<file path="config.mk">
export PLATFORM = sky130hd
export DESIGN_NAME = cache_port_arbiter
export DESIGN_NICKNAME = d
export VERILOG_FILES = /design/src/rtl/cache_port_arbiter.sv
export SDC_FILE = /design/constraint.sdc
export NUM_CORES = 1
export LEC_CHECK = 0
export CAP_MARGIN = 5
export CORE_MARGIN = 1
export CORE_UTILIZATION = 47
export CTS_BUF_LIST = sky130_fd_sc_hd__clkbuf_2 sky130_fd_sc_hd__clkbuf_4 sky130_fd_sc_hd__clkbuf_8
export CTS_CLUSTER_DIAMETER = 50
export DETAILED_ROUTE_END_ITERATION = 6
export GPL_TIMING_DRIVEN = 0
export PLACE_DENSITY = 0.84
export SLEW_MARGIN = 25
export SYNTH_ARGS = -nofsm -noshare
export SYNTH_HDL_FRONTEND = slang
export SYNTH_SLANG_ARGS = --single-unit
export TNS_END_PERCENT = 1
</file>
<file path="constraint.sdc">
create_clock -name clk -period 1.9 [get_ports clk]
set_input_delay 0.285 -clock clk [delete_from_list [all_inputs] [get_ports clk]]
set_output_delay 0.285 -clock clk [all_outputs]
set_load 0.01 [all_outputs]
</file>
<file path="src/rtl/cache_port_arbiter.sv">
// Two-port arbiter in front of a single cache controller: port 0 is instruction
// fetch (read-only), port 1 is data load/store. Round-robin grant, watchdog abort.
module cache_port_arbiter #(
  parameter int memory_bits = 5,
  parameter int data_width  = 8,
  parameter int timeout     = 16
) (
  input  logic                   clk,
  input  logic                   reset,
  input  logic                   req0_read,
  input  logic [memory_bits-1:0] req0_addr,
  input  logic                   req1_read,
  input  logic                   req1_write,
  input  logic [memory_bits-1:0] req1_addr,
  input  logic [data_width-1:0]  req1_wdata,
  output logic                   ack0,
  output logic                   ack1,
  output logic [data_width-1:0]  rdata,
  output logic                   err,
  output logic                   cache_read,
  output logic                   cache_write,
  output logic [memory_bits-1:0] cache_addr,
  output logic [data_width-1:0]  cache_wdata,
  input  logic                   cache_done,
  input  logic [data_width-1:0]  cache_rdata
);

  typedef enum logic [1:0] {IDLE, ISSUE, WAIT, RESP} state_t;

  localparam logic [7:0] TIMER_LAST = 8'(timeout - 1);

  state_t                 r_state;
  logic                   r_lastGrant;
  logic                   r_grant;
  logic                   r_isWrite;
  logic [1:0]             r_mask;
  logic [7:0]             r_timer;
  logic [memory_bits-1:0] r_addr;
  logic [data_width-1:0]  r_wdata;
  logic [data_width-1:0]  r_rdata;
  logic                   r_ack0;
  logic                   r_ack1;
  logic                   r_err;
  logic                   r_cacheRead;
  logic                   r_cacheWrite;

  logic w_p0;
  logic w_p1;
  logic w_pick1;
  logic w_pickWrite;

  // Port 1 wins when it is alone, or on a tie when port 0 was served last.
  assign w_p0        = req0_read & ~r_mask[0];
  assign w_p1        = (req1_read | req1_write) & ~r_mask[1];
  assign w_pick1     = w_p1 & (~w_p0 | ~r_lastGrant);
  assign w_pickWrite = w_pick1 & req1_write & ~req1_read;

  always_ff @(posedge clk) begin
    if (!reset) begin
      r_state      <= IDLE;
      r_lastGrant  <= 1'b1;
      r_grant      <= 1'b0;
      r_isWrite    <= 1'b0;
      r_mask       <= 2'b00;
      r_timer      <= 8'd0;
      r_addr       <= '0;
      r_wdata      <= '0;
      r_rdata      <= '0;
      r_ack0       <= 1'b0;
      r_ack1       <= 1'b0;
      r_err        <= 1'b0;
      r_cacheRead  <= 1'b0;
      r_cacheWrite <= 1'b0;
    end else begin
      r_ack0       <= 1'b0;
      r_ack1       <= 1'b0;
      r_cacheRead  <= 1'b0;
      r_cacheWrite <= 1'b0;
      case (r_state)
        IDLE: begin
          r_mask <= 2'b00;
          if (w_p0 || w_p1) begin
            r_grant      <= w_pick1;
            r_isWrite    <= w_pickWrite;
            r_addr       <= w_pick1 ? req1_addr : req0_addr;
            if (w_pick1) r_wdata <= req1_wdata;
            r_cacheRead  <= ~w_pickWrite;
            r_cacheWrite <= w_pickWrite;
            r_state      <= ISSUE;
          end
        end
        ISSUE: begin
          r_timer <= 8'd0;
          r_state <= WAIT;
        end
        WAIT: begin
          // Completion takes priority over the watchdog on the same cycle.
          if (cache_done) begin
            r_rdata <= r_isWrite ? '0 : cache_rdata;
            r_err   <= 1'b0;
            r_ack0  <= ~r_grant;
            r_ack1  <= r_grant;
            r_state <= RESP;
          end else if (r_timer == TIMER_LAST) begin
            r_rdata <= '0;
            r_err   <= 1'b1;
            r_ack0  <= ~r_grant;
            r_ack1  <= r_grant;
            r_state <= RESP;
          end else begin
            r_timer <= r_timer + 8'd1;
          end
        end
        RESP: begin
          r_lastGrant <= r_grant;
          r_mask      <= r_grant ? 2'b10 : 2'b01;
          r_err       <= 1'b0;
          r_state     <= IDLE;
        end
        default: r_state <= IDLE;
      endcase
    end
  end

  assign ack0        = r_ack0;
  assign ack1        = r_ack1;
  assign rdata       = r_rdata;
  assign err         = r_err;
  assign cache_read  = r_cacheRead;
  assign cache_write = r_cacheWrite;
  assign cache_addr  = r_addr;
  assign cache_wdata = r_wdata;

endmodule

</file>
==> summary.md, run 1 <==
| Metric | Value |
|---|---|
| Status | `finished, final reports clean` |
| Vias per cell | `5.486` |
| Detailed Route WL | `3984 µm` |
| Syn nets | `215` |
| Die Y | `62.35 µm` |
| Met3 Track Usage GR | `4.963%` |
| GR peak layer | `met2` |
| Initial DRT Pass Iterations | `4` |
| RD Place Congestion | `0.8578` |
| Largest net degree at the start of global routing | `14` |
| Critical path class | `register to register` |
| H-tree depth | `2` |
| WL per Instance | `13.83 µm` |
| Post-synth ARST share | `0%` |
| Final worst setup slack | `0.1638 ns` |
| Cell variety after synth | `45` |
| Post-DP HPWL | `2938 µm` |
| Pwr Density | `1065 nW/µm²` |
| CP startpoint kind | `register` |
| Tmin final | `1.736 ns` |
| Commonest register cell after synthesis | `dfxtp_1` |
| Yosys synthesis warning count | `0` |
| Met2 Usage GRT | `37.77%` |
| Clk buf depth | `2` |
| Crit share post-route | `91.38%` |
| Fin nets | `278` |
| Total grt overflow | `0` |
| DP Worst Slack | `-0.03265 ns` |
| Syn Inst Count | `178` |
| Layout cells sized above 1 | `9.504%` |
| Leak | `0.9443 nW` |
| Setup violations, final | `0` |
| Number of diodes | `0` |
| Global Route Usage Sum | `21.77%` |
| Root Driver | `clkbuf_4` |
| Most common cell after layout, fill and taps aside | `clkdlybuf4s50_1` |
| CP endpoint kind | `register` |
| Routed Antenna Nets | `0` |
| Register area share after synthesis | `47.95%` |
| Logic pwr share | `31.7%` |
| Fillcell total | `262` |
| Total setup buffers inserted after CTS | `0` |
| Num CTS Buffers | `5` |
| Fin Clk Skew | `0.008468 ns` |
| Max IR drop VDD | `0.7688 mV` |
| Clk_lat worst skew | `0.36 ns` |
| I/O pin cnt | `58` |
| Register area | `820.8 µm²` |
| Worst-margin pin slew | `0.5183 ns` |
| Psw | `797.4 µW` |
| Setup TNS Final | `0 ns` |
| Post-synth EDFFs | `0` |
| Critical Path AT | `2.03 ns` |
| Worst Hold Class | `input pin to register` |
| Vias | `1580` |
| Initial antenna violation count | `0` |
| Horizontal die dimension | `62.35 µm` |
| Max Clk Rate | `0.5760 GHz` |
| CTS sink count | `41` |
| RSZ-0062 raised after global routing | `false` |
| Required @ worst endpoint | `2.19 ns` |
| Hold Violations, Final | `0` |
| Most frequent cells in the layout | `clkdlybuf4s50_1, dfxtp_1, nand2_1, nand3_1, o21ai_0` |
| Net Sw Frac | `30.74%` |
| Clock transition at path regs | `0.12 ns` |
| Vias in the first global route | `1508` |
| First-pass GRT wire length | `6610 µm` |
| WHS | `0.1957 ns` |
| TritonCTS clock tree | `built` |
| Buffers on Ports | `56` |
| Design Power | `2.594 mW` |
| Core Box Area | `3416 µm²` |
| Met1 Usage GRT | `25.17%` |
| Syn_area_per_cell | `9.616 µm²` |
| FP Rows | `21` |
| Area delta synth->final | `42.32%` |
| Die area | `3887 µm²` |
| Initial DRC Count | `83` |
| Reported max-cap violation count | `0` |
| Clock network fraction of total power | `27.0%` |
| #FFs+latches synth | `41` |
| Flop pwr share | `41.3%` |
| Mapped Area | `1712 µm²` |
| Area of the multi-input gates | `844.6 µm²` |
| Power Internal | `1.797 mW` |
| Maximum fanout along the worst path | `6` |
| Max-slew violation count | `0` |
| Slew headroom | `65.30%` |
| Starting density of the core | `50.11%` |
| Residual DRC | `0` |
-- area by class of cell --
cell class / count / area share (%)
Inverter: 4 / 0.6163
Sequential cell: 41 / 33.69
Multi-Input combinational cell: 127 / 34.67
Clock buffer: 5 / 1.541
Timing Repair Buffer: 56 / 23.01
Buffer: 6 / 1.438
Tap cell: 46 / 2.363
Clock inverter: 3 / 2.671
-- path summary, 6_finish.rpt --
| path | from | depth (start not counted) | endpoint | slack (ns) |
|---|---|---|---|---|
| setup / recovery | r_state[0] | 6 | r_timer[6] | 0.16 |
| hold / removal | reset | 3 | cache_wdata[7] | 0.20 |
| hold reg to reg | cache_wdata[6] | 2 | cache_wdata[6] | 0.48 |
| setup reg to reg | r_state[0] | 6 | r_timer[6] | 0.16 |
-- routing by layer --
metal / part of all wire (%) / wire length [µm] / up-vias
li1: - / - / 789
met3: 3.0 / 120 / 7
met4: 1.8 / 70 / 0
met2: 50 / 2002 / 31
met1: 45 / 1791 / 753
met5: 0 / 0 / -
-- repair_timing --
item / in CTS / in global routing
endpoints found under the setup margin: 0 / 1
gates resized for setup: 0 / 2
hold buffers: 0 / 0
-- registers in the layout, indices dropped and copies added (netlist names) --
| signal | count |
|---|---|
| cache_wdata | 8 |
| r_timer | 8 |
| rdata | 8 |
| cache_addr | 5 |
| r_mask | 2 |
| r_state | 2 |
| ack0 | 1 |
| ack1 | 1 |
| cache_read | 1 |
| cache_write | 1 |
| err | 1 |
| r_grant | 1 |
| r_isWrite | 1 |
| r_lastGrant | 1 |
-- cells in the mapped netlist, drive strengths merged, types with 4 or more instances --
| library cell | count | share of area [%] |
|---|---|---|
| ha | 5 | 3.7 |
| mux2i | 6 | 3.5 |
| clkbuf | 4 | 0.88 |
| nor2 | 6 | 1.3 |
| nor3 | 4 | 1.2 |
| nand3 | 15 | 4.4 |
| dfxtp | 41 | 48 |
| a21oi | 12 | 4.2 |
| o21ai | 15 | 4.6 |
| nand2 | 19 | 4.3 |
| a22o | 8 | 4.1 |
| nand2b | 4 | 1.5 |
-- power by group through the flow --
stage,sequential [mW],combinational [mW],clock (mW)
after detailed placement,1.09,0.818,0
after floorplan,1.13,0.407,0
final,1.07,0.823,0.700
after CTS,1.07,0.821,0.709
after global routing,1.09,0.903,0.746
after global placement,1.09,0.796,0
-- through the flow --
step,std cells,cell area (µm²),util [%]
floorplan,178,1712,-
detailed placement,280,2330,68.21
CTS,288,2432,71.21
finish,288,2436,71.32
global route,288,2436,71.32
global placement,280,2330,68.21
-- critical path, cell delays in order (launching register included) --
cell,delay [ns]
dfxtp_1,0.36
inv_1,0.09
ha_2,0.23
and2b_2,0.23
o21ai_2,0.11
or4_1,0.48
a31oi_1,0.18
-- cell families (layout without fill, tap and decap cells) --
kind of cell	count (synthesis)	after routing	synth area share (%)
multiplexers	6	6	3.509
buffers and inverters	10	74	2.924
AND/OR/NAND/NOR	61	61	18.71
flip-flops	41	41	47.95
XOR/XNOR	1	1	0.5118
adder cells (fa/ha/maj)	5	5	3.655
AO/OA/AOI/OAI	54	54	22.73
No activity file was read; power rests on OpenSTA's default activity.
==> run 2: changes to the inputs <==
Settings changed: CORE_UTILIZATION 47 to 46, PLACE_DENSITY 0.84 to 0.83.
==> run 2 against run 1 <==
  * Via count is 0.19% lower
  * Die area is 2.1% higher
  * Non-clock buffer count stayed put
  * Combinational power hardly changed
  * Routed wire length is 4.4% higher
  * Final area is 0.62% higher
  * Hold slack better by 0.064 ns
  * Flip-flop and latch count stayed put
  * Sequential power hardly changed
  * Maximum frequency is 1.3% lower
  * Critical path type unchanged
==> summary.md, run 2 (synthesis results as in run 1) <==
| Metric | Value |
|---|---|
| Status | `finished, final reports clean` |
| Fin nets | `278` |
| Max IR drop VDD | `0.7899 mV` |
| Most frequent cells in the layout | `clkdlybuf4s50_1, dfxtp_1, nand2_1, nand3_1, o21ai_0` |
| Starting density of the core | `49.73%` |
| Worst-path cell chain | `inv_1 -> ha_1 -> and2b_2 -> o21ai_2 -> or4_1 -> a31oi_1` |
| Required @ worst endpoint | `2.13 ns` |
| Detailed Route WL | `4159 µm` |
| Clk_lat worst skew | `0.30 ns` |
| Horizontal die dimension | `63 µm` |
| Fillcell total | `272` |
| RD Place Congestion | `0.8575` |
| Crit share post-route | `92.59%` |
| Tmin final | `1.759 ns` |
| Initial DRT Pass Iterations | `4` |
| Vias in the first global route | `1597` |
| Post-DP HPWL | `3011 µm` |
| WL per Instance | `14.44 µm` |
| Maximum fanout along the worst path | `6` |
| Pwr Density | `1079 nW/µm²` |
| Layout cells sized above 1 | `9.091%` |
| Critical path class | `register to register` |
| First-pass GRT wire length | `7162 µm` |
| CTS resizes | `0` |
| Leak | `0.9526 nW` |
| I/O pin cnt | `58` |
| CTS sink count | `41` |
| Die area | `3969 µm²` |
| Total grt overflow | `0` |
| Buffers on Ports | `56` |
| Total setup buffers inserted after CTS | `0` |
| Die Y | `63 µm` |
| Max Clk Rate | `0.5684 GHz` |
| Beginning of the worst hold path | `reset` |
| CP max-delay cell | `or4_1` |
| Crit path buf inv count | `1` |
| Cts hold-fix bufs | `0` |
| Setup violations, final | `0` |
| RSZ-0062 raised after global routing | `false` |
| Reported max-cap violation count | `0` |
| Clk buf depth | `2` |
| TritonCTS clock tree | `built` |
| Initial antenna violation count | `0` |
| Slew headroom | `62.97%` |
| CP endpoint kind | `register` |
| Reg2reg start | `r_state[0]` |
| Routed Antenna Nets | `0` |
| Core Box Area | `3442 µm²` |
| Setup TNS Final | `0 ns` |
| H-tree depth | `2` |
| Residual DRC | `0` |
| Global Route Usage Sum | `23.42%` |
| # placed instances | `280` |
| Number of diodes | `0` |
| Fin util | `71.21%` |
| Critical path's top delay family | `simple AND/OR/NAND/NOR gates` |
| CP startpoint kind | `register` |
| Critical Path AT | `1.99 ns` |
| Num CTS Buffers | `5` |
| Max-slew violation count | `0` |
| Area delta synth->final | `43.20%` |
| Largest net degree at the start of global routing | `13` |
| FP Rows | `21` |
| Root Driver | `clkbuf_8` |
| Worst Hold Class | `input pin to register` |
| Hold Violations, Final | `0` |
| Vias per cell | `5.476` |
| Worst Setup SP | `r_state[0]` |
| Design Power | `2.644 mW` |
| Slowest Stage Delay on Critical Path | `0.47 ns` |
| Initial DRC Count | `76` |
| Cell Count, Final, Fillers Out | `288` |
| Most common cell after layout, fill and taps aside | `clkdlybuf4s50_1` |
| Worst-margin pin slew | `0.5531 ns` |
| Clock transition at path regs | `0.08 ns` |
| Vias | `1577` |
| Fin Clk Skew | `0.007350 ns` |
| WHS | `0.2594 ns` |
## run 2: changes by cell type in the layout (fill, tap and decap cells not counted), sizes merged
cell / change
clkbuf: +2
bufinv: -1
clkinv: -1
## run 2: stage by stage
stage	area (µm²)	worst slack (ns)
detailed placement	2330	-0.02495
CTS	2450	0.09273
global route	2451	0.03625
finish	2451	0.1407
global placement	2330	0.01206
floorplan	1712	0.2937
## run 2: report_power, final
part	leakage, nW	internal [mW]	switching (mW)
Clock	0.0619	0.443	0.299
Combinational	0.557	0.394	0.431
Sequential	0.334	0.994	0.0834
Total	0.953	1.83	0.813
## run 2: final cells by class
class	count	area (µm²)	share of cell area [%]
inverters	4	15.01	0.6126
repair buffers	56	560.5	22.87
clock buffers	7	90.09	3.675
multi-input cells	127	842.1	34.35
well taps	46	57.56	2.348
clock inverters	1	30.03	1.225
flip-flops and latches	41	820.8	33.49
plain buffers	6	35.03	1.429
## run 2: worst paths after layout
check	to	cells past startpoint	slack [ns]
max	r_timer[6]	6	0.14
min	cache_wdata[7]	3	0.26
max reg2reg	r_timer[6]	6	0.14
min reg2reg	cache_wdata[5]	2	0.47
## run 2: worst register-to-register path, cell delays in order, from the launching register on
cell and delay, ns:
dfxtp_1 0.35, inv_1 0.09, ha_1 0.27, and2b_2 0.25, o21ai_2 0.10, or4_1 0.47
a31oi_1 0.16
## run 2: metal layers
| layer | vias up | global-route usage (%) | share of wire [%] |
|---|---|---|---|
| li1 | 790 | - | - |
| met1 | 740 | 25.68 | 44 |
| met2 | 39 | 41.13 | 50 |
| met3 | 8 | 7.117 | 4.6 |
| met4 | 0 | 10.17 | 1.8 |
| met5 | - | 0 | 0 |
==> run 3: changes to the inputs <==
==> constraint.sdc (replaced) <==
create_clock -name clk -period 1.9 [get_ports clk]
set_input_delay 0.19 -clock clk [delete_from_list [all_inputs] [get_ports clk]]
set_output_delay 0.19 -clock clk [all_outputs]
set_load 0.01 [all_outputs]
==> results of run 3 <==
The final DEF is identical to that of run 2. Status: finished, final reports clean.
Among the figures that moved: setup slack after placement -0.02495 ns -> 0.07005 ns; hold slack 0.2594 ns -> 0.1644 ns
